### src/rtl/alu_seq.sv
// Sequential ALU: one request in flight, binary result in CALC, optional BCD
// adjust in ADJ, response held in HOLD until the consumer takes it.
module alu_seq #(
    parameter int WIDTH      = 8,
    parameter int DECIMAL_EN = 1
) (
    input  logic             clk,
    input  logic             rst_n,
    input  logic             in_valid,
    output logic             in_ready,
    input  logic [3:0]       op,
    input  logic [WIDTH-1:0] a,
    input  logic [WIDTH-1:0] b,
    input  logic             carry_in,
    input  logic             decimal,
    output logic             out_valid,
    input  logic             out_ready,
    output logic [WIDTH-1:0] result,
    output logic             flag_n,
    output logic             flag_z,
    output logic             flag_c,
    output logic             flag_v,
    output logic [1:0]       dbg_state
);

    localparam int NIB = WIDTH / 4;

    localparam logic [3:0] OP_ADC = 4'd0;
    localparam logic [3:0] OP_SBC = 4'd1;
    localparam logic [3:0] OP_AND = 4'd2;
    localparam logic [3:0] OP_ORA = 4'd3;
    localparam logic [3:0] OP_EOR = 4'd4;
    localparam logic [3:0] OP_ASL = 4'd5;
    localparam logic [3:0] OP_LSR = 4'd6;
    localparam logic [3:0] OP_ROL = 4'd7;
    localparam logic [3:0] OP_ROR = 4'd8;
    localparam logic [3:0] OP_CMP = 4'd9;
    localparam logic [3:0] OP_INC = 4'd10;
    localparam logic [3:0] OP_DEC = 4'd11;

    typedef enum logic [1:0] {IDLE = 2'd0, CALC = 2'd1, ADJ = 2'd2, HOLD = 2'd3} state_t;

    // Handshake: a transfer happens on a rising edge where valid and ready are
    // both 1; in_ready is 1 only in IDLE, out_valid is 1 only in HOLD.

    state_t           state_q, state_d;
    logic [3:0]       op_q, op_d;
    logic [WIDTH-1:0] a_q, a_d, b_q, b_d;
    logic             cin_q, cin_d, dec_q, dec_d;
    logic [WIDTH-1:0] result_q, result_d;
    logic             n_q, n_d, z_q, z_d, c_q, c_d, v_q, v_d;
    logic             out_valid_q, out_valid_d;
    logic             in_ready_q, in_ready_d;

    // Digit-serial BCD add; returns {carry_out, sum}.
    function automatic logic [WIDTH:0] bcd_add(input logic [WIDTH-1:0] x,
                                               input logic [WIDTH-1:0] y,
                                               input logic cin);
        logic [WIDTH-1:0] r;
        logic             c;
        logic [5:0]       s;
        r = '0;
        c = cin;
        for (int i = 0; i < NIB; i++) begin
            s = {2'b00, x[4*i +: 4]} + {2'b00, y[4*i +: 4]} + {5'b00000, c};
            if (s > 6'd9) begin
                s = s + 6'd6;
                c = 1'b1;
            end else begin
                c = 1'b0;
            end
            r[4*i +: 4] = s[3:0];
        end
        return {c, r};
    endfunction

    // Digit-serial BCD subtract; returns {!final_borrow, difference}.
    function automatic logic [WIDTH:0] bcd_sub(input logic [WIDTH-1:0] x,
                                               input logic [WIDTH-1:0] y,
                                               input logic cin);
        logic [WIDTH-1:0] r;
        logic             bw;
        logic [4:0]       t;
        r  = '0;
        bw = ~cin;
        for (int i = 0; i < NIB; i++) begin
            t = {1'b0, x[4*i +: 4]} - {1'b0, y[4*i +: 4]} - {4'b0000, bw};
            if (t[4]) begin
                r[4*i +: 4] = t[3:0] - 4'd6;
                bw          = 1'b1;
            end else begin
                r[4*i +: 4] = t[3:0];
                bw          = 1'b0;
            end
        end
        return {~bw, r};
    endfunction

    logic [WIDTH-1:0] b_eff;
    logic [WIDTH:0]   sum;
    logic [WIDTH-1:0] diff;
    logic [WIDTH-1:0] bin_res;
    logic             bin_n, bin_z, bin_c, bin_v;
    logic [WIDTH:0]   dec_word;
    logic             go_adj;

    always_comb begin
        b_eff   = (op_q == OP_SBC) ? ~b_q : b_q;
        sum     = {1'b0, a_q} + {1'b0, b_eff} + {{WIDTH{1'b0}}, cin_q};
        diff    = a_q - b_q;
        bin_res = a_q;
        bin_c   = cin_q;
        bin_v   = 1'b0;
        case (op_q)
            OP_ADC, OP_SBC: begin
                bin_res = sum[WIDTH-1:0];
                bin_c   = sum[WIDTH];
                bin_v   = (a_q[WIDTH-1] == b_eff[WIDTH-1]) &&
                          (sum[WIDTH-1] != a_q[WIDTH-1]);
            end
            OP_AND: bin_res = a_q & b_q;
            OP_ORA: bin_res = a_q | b_q;
            OP_EOR: bin_res = a_q ^ b_q;
            OP_ASL: begin
                bin_res = {a_q[WIDTH-2:0], 1'b0};
                bin_c   = a_q[WIDTH-1];
            end
            OP_LSR: begin
                bin_res = {1'b0, a_q[WIDTH-1:1]};
                bin_c   = a_q[0];
            end
            OP_ROL: begin
                bin_res = {a_q[WIDTH-2:0], cin_q};
                bin_c   = a_q[WIDTH-1];
            end
            OP_ROR: begin
                bin_res = {cin_q, a_q[WIDTH-1:1]};
                bin_c   = a_q[0];
            end
            OP_CMP: bin_c   = (a_q >= b_q);
            OP_INC: bin_res = a_q + WIDTH'(1);
            OP_DEC: bin_res = a_q - WIDTH'(1);
            default: ;
        endcase
        // CMP reports N/Z of the difference while returning a unchanged.
        if (op_q == OP_CMP) begin
            bin_n = diff[WIDTH-1];
            bin_z = (diff == '0);
        end else begin
            bin_n = bin_res[WIDTH-1];
            bin_z = (bin_res == '0);
        end
    end

    always_comb begin
        dec_word = (op_q == OP_SBC) ? bcd_sub(a_q, b_q, cin_q) : bcd_add(a_q, b_q, cin_q);
        go_adj   = (DECIMAL_EN != 0) && dec_q && ((op_q == OP_ADC) || (op_q == OP_SBC));
    end

    always_comb begin
        state_d     = state_q;
        op_d        = op_q;
        a_d         = a_q;
        b_d         = b_q;
        cin_d       = cin_q;
        dec_d       = dec_q;
        result_d    = result_q;
        n_d         = n_q;
        z_d         = z_q;
        c_d         = c_q;
        v_d         = v_q;
        out_valid_d = out_valid_q;
        in_ready_d  = in_ready_q;
        case (state_q)
            IDLE: begin
                if (in_valid) begin
                    op_d       = op;
                    a_d        = a;
                    b_d        = b;
                    cin_d      = carry_in;
                    dec_d      = decimal;
                    in_ready_d = 1'b0;
                    state_d    = CALC;
                end
            end
            CALC: begin
                if (go_adj) begin
                    state_d = ADJ;
                end else begin
                    result_d    = bin_res;
                    n_d         = bin_n;
                    z_d         = bin_z;
                    c_d         = bin_c;
                    v_d         = bin_v;
                    out_valid_d = 1'b1;
                    state_d     = HOLD;
                end
            end
            ADJ: begin
                result_d    = dec_word[WIDTH-1:0];
                n_d         = dec_word[WIDTH-1];
                z_d         = (dec_word[WIDTH-1:0] == '0);
                c_d         = dec_word[WIDTH];
                v_d         = bin_v;
                out_valid_d = 1'b1;
                state_d     = HOLD;
            end
            HOLD: begin
                if (out_ready) begin
                    out_valid_d = 1'b0;
                    in_ready_d  = 1'b1;
                    state_d     = IDLE;
                end
            end
            default: state_d = IDLE;
        endcase
    end

    always_ff @(posedge clk or negedge rst_n) begin
        if (!rst_n) begin
            state_q     <= IDLE;
            op_q        <= '0;
            a_q         <= '0;
            b_q         <= '0;
            cin_q       <= 1'b0;
            dec_q       <= 1'b0;
            result_q    <= '0;
            n_q         <= 1'b0;
            z_q         <= 1'b0;
            c_q         <= 1'b0;
            v_q         <= 1'b0;
            out_valid_q <= 1'b0;
            in_ready_q  <= 1'b1;
        end else begin
            state_q     <= state_d;
            op_q        <= op_d;
            a_q         <= a_d;
            b_q         <= b_d;
            cin_q       <= cin_d;
            dec_q       <= dec_d;
            result_q    <= result_d;
            n_q         <= n_d;
            z_q         <= z_d;
            c_q         <= c_d;
            v_q         <= v_d;
            out_valid_q <= out_valid_d;
            in_ready_q  <= in_ready_d;
        end
    end

    assign in_ready  = in_ready_q;
    assign out_valid = out_valid_q;
    assign result    = result_q;
    assign flag_n    = n_q;
    assign flag_z    = z_q;
    assign flag_c    = c_q;
    assign flag_v    = v_q;
    assign dbg_state = state_q;

endmodule

### config.mk
export PLATFORM = sky130hd
export DESIGN_NAME = alu_seq
export DESIGN_NICKNAME = d
export VERILOG_FILES = /design/src/rtl/alu_seq.sv
export SDC_FILE = /design/constraint.sdc
export NUM_CORES = 1
export LEC_CHECK = 0
export CORE_MARGIN = 5
export CORE_UTILIZATION = 25
export DETAILED_ROUTE_END_ITERATION = 10
export PLACE_DENSITY_LB_ADDON = 0.05
export SLEW_MARGIN = 20
export SYNTH_ARGS = -nofsm -noshare
export SYNTH_HDL_FRONTEND = slang
export SYNTH_SLANG_ARGS = --single-unit
### constraint.sdc
create_clock -name clk -period 5.6 [get_ports clk]
set_clock_uncertainty 0.1 [all_clocks]
set_input_delay 1.68 -clock clk [delete_from_list [all_inputs] [get_ports clk]]
set_output_delay 1.68 -clock clk [all_outputs]
set_load 0.01 [all_outputs]
Yosys cells after proc, flatten, opt, wreduce, memory -nomap -nowiden
Index checks and enable logic that the tools add are counted.
{ "totals": {"reg_bits": 38, "inputBits": 26, "out_inout_bits": 16, "word_cells": 112} }
{ "classes": {"add_sub_neg": 17, "magnitude_cmp": 3, "eq_ne": 19, "mux": 35, "bitwise": 6, "reduce_logical": 19} }
{ "op_table": {"columns": ["operator", "n"], "rows": [
  ["$pmux 8 s10", 1],
  ["$logic_not 8->1", 3],
  ["$eq 4x3->1 const B", 4],
  ["$eq 4x4->1 const B", 4],
  ["$mux 1", 16],
  ["$mux 4", 4],
  ["$mux 8", 2],
  ["$pmux 8 s2", 1],
  ["$add 5x1->6", 2],
  ["$gt 6x4->1 const B", 2],
  ["$add 4x4->5", 2],
  ["$pmux 1 s2", 5],
  ["$sub 4x4->5", 2],
  ["$sub 5x1->5", 2],
  ["$add 8x8->9", 1],
  ["$add 9x1->9", 1],
  ["$mux 9", 1],
  ["$add 4x3->4 const B", 2],
  ["$add 8x1->8 const B", 1],
  ["$and 8x8->8", 1],
  ["$eq 4x2->1 const B", 2],
  ["$ge 8x8->1", 1],
  ["$not 8->8", 1],
  ["$or 8x8->8", 1],
  ["24 further kinds", 37]
]} }

Longest topological paths before layout
Gate-level depths: netlist (run 1).
{ "depth": {"word_depth": 10, "depth_mapped": 19, "ltp_nobuf": 18} }

Worst setup path before layout (run 1)
Ideal clock, no wire load.
{ "synth_path": {"kind": "register to register", "start": "register a_q[0]", "end": "register n_q, in the netlist flag_n", "setup_time_ns": 0.065, "t_arrival_ns": 4.382, "required_time_ns": 5.435, "path_slack_ns": 1.054, "stages_incl_launch_ff": 18, "path_buffers": 0, "period_less_slack_ns": 4.546, "path_cell_list": "dfrtp_1 inv_1 fa_1 fa_1 xor2_1 and2_1 o21a_1 inv_1 fa_1 inv_1 fa_1 ha_1 and2_1 a221o_1 a311o_1 or2_1 o311ai_1 o21a_1"} }
{ "synth_between": {"elab_chain_cells": 9, "word_cells_on_any_way": 24, "cone_classes": "add/sub (13); order compare (2); mux (9)"} }
{ "synth_rtl": {"columns": ["element", "line_no", "source"], "rows": [
  ["start: declaration", "48", "logic [WIDTH-1:0] a_q, a_d, b_q, b_d;"],
  ["start signal: assignment", "223", "a_q <= '0;"],
  ["start signal: assignment", "237", "a_q <= a_d;"],
  ["$add 4x4->5", "65", "s = {2'b00, x[4*i +: 4]} + {2'b00, y[4*i +: 4]} + {5'b00000, c};"],
  ["$add 5x1->6", "65", null],
  ["$gt 6x4->1", "66", "if (s > 6'd9) begin"],
  ["$mux 1", "66", null],
  ["$add 5x1->6", "65", null],
  ["$gt 6x4->1 / $add 4x3->4 (equally long branches)", "66, 67", null],
  ["$mux 4", "66", null],
  ["$mux 9", "156", "dec_word = (op_q == OP_SBC) ? bcd_sub(a_q, b_q, cin_q) : bcd_add(a_q, b_q, cin_q);"],
  ["$pmux 1 s2 (*)", "174", "case (state_q)"],
  ["end signal: assignment", "242", "n_q <= n_d;"],
  ["end: declaration", "51", "logic n_q, n_d, z_q, z_d, c_q, c_d, v_q, v_d;"]
]} }
Mark *: on every way between the ends. The rest lies on a longest branch, timed or not. The select of a mux whose other input is x is not followed.
A chain may end at the register's enable or synchronous reset.

Worst setup path in the final report (run 1)
Same ends and word-level chain as after synthesis.

==> flow_summary.ini, run 1 <==
[run_status]
status = complete, no violations

[placed_design]
gp_congestion = 0.8196
numPortBuffers = 41
dpl.hpwl_um = 12670

[sta]
fmax_mhz = 197.7
rsz0062_at_grt = false
slew_headroom = 0.5291
slew_violations = 0
finalSetupTns_ns = 0
period_share = 0.9030
worst_pin_slew_ns = 0.6990
final_hold_viol_count = 0
min_period_ns = 5.057
setup_viol = 0

[worst_setup_path]
worst_r2r_path_depth = 17
reg2reg_slack_ns = 0.54
r2r_start = a_q[0]
cp_cell_sequence = inv_1, fa_1, fa_1, xor2_1, and2_1, o21a_1, inv_1, fa_1, inv_1, fa_1, ha_1, and2_1, a221o_1, a311o_1, or2_1, o311ai_1, o21a_1
max_stage_delay_ns = 0.53
worstSetupPathType = reg2reg
setup.worst_path.start_class = flop
crit_buf_inv = 3
critPathSlowestCell = dfrtp_1
crit_required_ns = 5.73
end_kind = flop
arrival_ns = 5.19
cpMostUsedCell = fa_1
timing.rr.end = flag_n
crit_fanout = 9
worst_path_dominant_cell_family = adder cells

[global_route]
grt_pass1_vias = 4262
grt_pass1_wl_um = 25360
track_usage = 0.1525
overflow = 0
grt_max_degree = 39
grt_antenna_before_repair = 0

[yosys]
synth_area_per_cell_sq_um = 8.511
synth_edf_count = 0
yosysWarnings = 0
netlist_area_sq_um = 4732
synthFlopType = dfrtp_1
async_flop_share = 1.000
yosys.cell_types.count = 74
yosys.area.top_type = dfrtp_1
ys_seq_area_frac = 0.2012
synth.area.top_cells = dfrtp_1 (20%), ha_1 (15%), mux2_2 (5.9%), fa_1 (5.1%), xnor2_1 (4.6%)
synth-seq-cells = 38
syn_nets = 652
synth_cells = 556
yosysTopAreaCellShare = 0.1957

[clocking]
hold_buffers = 0
cts_made_buffers = 5
post_cts_resized = 0
post_cts_buffers = 0
cts_tree = yes
clockBufferDepth = 2
clkTransAtPathRegs_ns = 0.07
clk_latency_ns = 0.30
root_buffer = clkbuf_16
clock-sinks = 38
h-tree-depth = 2

[min_path]
hold_depth = 2
min-delay-path-class = reg2reg
hp-start = result[4]
hold_path_end = result[4]

[drt]
vias = 4251
drt_first_iter_violations = 291
drc = 0
firstDrtPassIters = 5
wl_per_cell_um = 19.77
ant_nets = 0
wl_um = 16350
vias_per_cell = 5.140

[final_layout]
drive_gt1_frac = 0.1062
n_fill_cell = 2012
final_nets = 688
syn_to_final_growth_pct = 17.58
diodes = 0

[floorplan]
dieArea_sq_um = 21780
fp-row-count = 50
initial_core_util = 0.2538
ios = 42
fp.dieH_um = 147.6
dieWidth_um = 147.6
core_area_sq_um = 18640

[flow_run]
maxCapViolCount = 0
synth_stat cells, drive strengths merged, types with 2 or more instances:
cell,number
mux2,25
a31oi,8
o2bb2ai,4
inv,40
nor4,2
nor2,42
or2,4
nor3,8
a211oi,5
o21bai,7
a2111oi,4
nor2b,11
dfrtp,37
o2111ai,6
a21o,4
a311o,3
a221o,2
o21ai,41
nand2b,9
and3b,2
nand3,12
o21a,5
xnor2,25
and2,9
nand3b,2
a21oi,36
buf,13
nand2,41
or3,2
o31ai,4
mux2i,6
a32o,2
o211a,2
xor2,9
ha,58
a2bb2oi,3
clkbuf,9
a22oi,3
o22ai,6
nand4,4
o211ai,13
fa,12
per-layer routing:
metal / part of all wire / GRT usage / up-vias / routed length (um)
met4: 0.014 / 0.03635 / 0 / 234
met1: 0.48 / 0.2096 / 2083 / 7782
met3: 0.030 / 0.01993 / 11 / 486
met2: 0.48 / 0.2546 / 83 / 7850
li1: - / - / 2074 / -
met5: 0 / 0 / - / 0
worst max path at each step:
stage / start / endpoint / cells past startpoint
floorplan: a_q[0] / flag_n / 17
global placement: a_q[0] / flag_n / 17
detailed placement: a_q[0] / flag_n / 17
CTS: a_q[0] / flag_n / 17
global route: a_q[0] / flag_n / 17
finish: a_q[0] / flag_n / 17
state kept, by name (all words and copies together), names as in the netlist:
| register | cells |
|---|---|
| cin_q | 1 |
| op_q | 4 |
| flag_c | 1 |
| out_valid | 1 |
| in_ready | 1 |
| flag_n | 1 |
| b_q | 8 |
| a_q | 8 |
| dec_q | 1 |
| result | 8 |
| flag_v | 1 |
| dbg_state | 2 |
| flag_z | 1 |
layout by cell type, fill, tap and decap left out, types with 3 or more instances in the layout:
master           instances
o21a_1                   5
nor2_1                  40
dfrtp_1                 37
nand3_1                 12
o211ai_1                13
o22ai_1                  6
nor2b_1                  9
o21bai_1                 6
nor3_1                   8
a2111oi_0                4
o2bb2ai_1                4
xnor2_1                 25
a21o_1                   3
o21ai_1                  3
or2_2                    3
nand4_1                  4
o2111ai_1                6
xor2_1                   8
ha_1                    58
o31ai_1                  4
a21oi_1                 36
o21ai_0                 38
a211oi_1                 3
mux2_2                  25
fa_1                    12
a311o_1                  3
and2_1                   7
a31oi_1                  8
mux2i_1                  6
nand2b_1                 9
nand2_1                 40
clkdlybuf4s50_1         40
clkbuf_16                5
buf_4                   11
a22oi_1                  3
inv_1                   40
worst reg2reg max path, stage by stage (launching register included):
cell and delay [ns]:
dfrtp_1 0.53, inv_1 0.22, fa_1 0.54, fa_1 0.44
xor2_1 0.29, and2_1 0.18, o21a_1 0.17, inv_1 0.06
fa_1 0.41, inv_1 0.09, fa_1 0.47, ha_1 0.23
and2_1 0.14, a221o_1 0.35, a311o_1 0.29, or2_1 0.24
o311ai_1 0.08, o21a_1 0.16
through the flow:
stage          utilization  std cells  hold slack [ns]  cell area (sq um)  worst slack, ns
2_1_floorplan            -        556           0.3793               4732            1.054
3_3_place_gp        0.2901        819           0.3695               5408           0.6761
3_5_place_dp        0.2901        819           0.3733               5408           0.5714
4_1_cts             0.2982        827           0.3872               5559           0.5307
5_1_grt             0.2985        827           0.4219               5564           0.2979
6_report            0.2985        827           0.3781               5564           0.5430
cell families (layout without fill, tap and decap cells):
group                    count (synthesis)  in the layout  share of synthesized area
adder cells (fa/ha/maj)                 70             70                     0.2041
XOR/XNOR                                34             34                    0.06452
flip-flops                              38             38                     0.2012
buffers and inverters                   63            100                    0.05314
AO/OA/AOI/OAI                          166            166                     0.2382
multiplexers                            32             32                    0.07694
AND/OR/NAND/NOR                        153            153                     0.1618
final cells by class:
| type | count | area (sq um) | share of cell area |
|---|---|---|---|
| repair buffers | 51 | 483.0 | 0.08680 |
| well taps | 234 | 292.8 | 0.05262 |
| clock buffers | 6 | 138.9 | 0.02496 |
| inverters | 41 | 153.9 | 0.02766 |
| flip-flops and latches | 38 | 952.2 | 0.1711 |
| multi-input cells | 455 | 3531 | 0.6346 |
| clock inverters | 2 | 12.51 | 0.002249 |
Power of run 1 is left out: the tool's default activity adds up to more than one toggle a clock period on the data nets, which glitch-free logic cannot reach.
==> inputs of run 2 (changes only) <==
==> constraint.sdc (replaced) <==
create_clock -name clk -period 5.64 [get_ports clk]
set_clock_uncertainty 0.1 [all_clocks]
set_input_delay 1.692 -clock clk [delete_from_list [all_inputs] [get_ports clk]]
set_output_delay 1.692 -clock clk [all_outputs]
set_load 0.01 [all_outputs]
==> results of run 2 <==
The final DEF is identical to that of run 1. Status: complete, no violations.
Among the figures that moved: setup slack after placement 0.5714 ns -> 0.6114 ns; setup slack after layout 0.5430 ns -> 0.5830 ns; register-to-register setup slack 0.54 ns -> 0.58 ns
Power of run 2 is left out for the same reason.
==> inputs of run 3 (changes only) <==
--- a/config.mk
+++ b/config.mk
@@ -5,10 +5,9 @@
 export SDC_FILE = /design/constraint.sdc
 export NUM_CORES = 1
 export LEC_CHECK = 0
-export CORE_MARGIN = 5
 export CORE_UTILIZATION = 25
 export DETAILED_ROUTE_END_ITERATION = 10
-export PLACE_DENSITY_LB_ADDON = 0.05
+export PLACE_DENSITY_LB_ADDON = 0.2
 export SLEW_MARGIN = 20
 export SYNTH_ARGS = -nofsm -noshare
 export SYNTH_HDL_FRONTEND = slang
==> run 3 against run 2 <==
Compared with the run above: design area down 0.47%; worst setup slack better by 0.029 ns; sequential cell count unchanged; critical path type unchanged; highest routed layer unchanged.
==> flow_summary.ini, run 3 (synthesis gave the netlist of run 1 again) <==
[global_route]
grt_pass1_wl_um = 23860
grt_max_degree = 39
track_usage = 0.1578
overflow = 0
grt_pass1_vias = 4257
grt_antenna_before_repair = 0

[worst_setup_path]
end_kind = flop
critPathSlowestCell = fa_1
timing.rr.end = flag_n
reg2reg_slack_ns = 0.61
setup.worst_path.start_class = flop
crit_fanout = 9
worstSetupPathType = reg2reg
max_stage_delay_ns = 0.54
arrival_ns = 5.16
worst_r2r_path_depth = 17
cpMostUsedCell = fa_1
cp_cell_sequence = inv_1, fa_1, fa_1, xor2_1, and2_1, o21a_1, inv_1, fa_1, inv_1, fa_1, ha_1, and2_1, a221o_1, a311o_1, or2_1, o311ai_1, o21a_1
r2r_start = a_q[0]
cp-endpoint = flag_n
startpoint = a_q[0]
crit_required_ns = 5.77

[clocking]
clkTransAtPathRegs_ns = 0.06
h-tree-depth = 2
clock-sinks = 38
root_buffer = clkbuf_16
post_cts_buffers = 0
cts_tree = yes
clk_latency_ns = 0.29
clockBufferDepth = 2
post_cts_resized = 0
hold_buffers = 0
cts_made_buffers = 5

[floorplan]
initial_core_util = 0.2590
ios = 42
fp-row-count = 49
dieWidth_um = 139.6
dieArea_sq_um = 19480
core_area_sq_um = 18270
fp.dieH_um = 139.6

[sta]
finalSetupTns_ns = 0
slew_violations = 0
slew_headroom = 0.3456
period_share = 0.8915
final_hold_viol_count = 0
rsz0062_at_grt = false
worst_pin_slew_ns = 0.9815
fmax_mhz = 198.9
setup_viol = 0
min_period_ns = 5.028

[min_path]
min-delay-path-class = reg2reg
hp-start = result[6]

[drt]
wl_per_cell_um = 18.02
vias = 4254
vias_per_cell = 5.188
ant_nets = 0
firstDrtPassIters = 5
drc = 0
drt_first_iter_violations = 253
wl_um = 14770

[final_layout]
final_common_cell = ha_1
diodes = 0
drive_gt1_frac = 0.1015
layout_common_cells = ha_1 (58), nand2_1 (41), inv_1 (40), nor2_1 (40), clkdlybuf4s50_1 (40)
final_nets = 686
syn_to_final_growth_pct = 17.03

[placed_design]
numPortBuffers = 41
dpl.hpwl_um = 11750
gp_congestion = 0.9094

[flow_run]
maxCapViolCount = 0

[run_status]
status = complete, no violations
## run 3: worst min-delay path by stage
stage | to | slack (ns) | cells after the start
2_1_floorplan | dec_q | 0.38 | 1
3_3_place_gp | flag_c | 0.38 | 2
3_5_place_dp | result[6] | 0.37 | 2
4_1_cts | result[6] | 0.38 | 2
5_1_grt | result[6] | 0.41 | 2
6_report | result[6] | 0.37 | 2
## run 3: metal layers
layer  vias up  GRT usage  wire length (um)
li1       2068          -                 -
met1      2083     0.2126              7079
met2        87     0.2624              6941
met3        16    0.02374               478
met4         0    0.04164               276
met5         -          0                 0
## run 3: worst max-delay path, delay by kind of cell, from the launching register on
kind	cells	cell delay, ns
flip-flops	1	0.53
adder cells (fa/ha/maj)	5	2.07
AO/OA/AOI/OAI	5	1.06
AND/OR/NAND/NOR	3	0.55
buffers and inverters	3	0.38
XOR/XNOR	1	0.28
## run 3: area by class of cell
class / instances / area [sq um]
inverter: 41 / 153.9
multi-input combinational: 455 / 3528
clock buffer: 6 / 138.9
clock inverter: 2 / 12.51
fill: 1953 / 12730
timing repair buffer: 49 / 465.4
sequential: 38 / 952.2
tap: 229 / 286.5
## run 3: stage by stage
stage,std cells,setup slack [ns],utilization,instance area [sq um],hold WS [ns]
after global routing,820,0.2959,0.3031,5538,0.4103
after detailed placement,812,0.6054,0.2948,5386,0.3664
after floorplan,556,1.094,-,4732,0.3793
final,820,0.6118,0.3031,5538,0.3742
after CTS,820,0.5778,0.3031,5538,0.3806
after global placement,812,0.7570,0.2948,5386,0.3767
Power of run 3 is left out for the same reason.
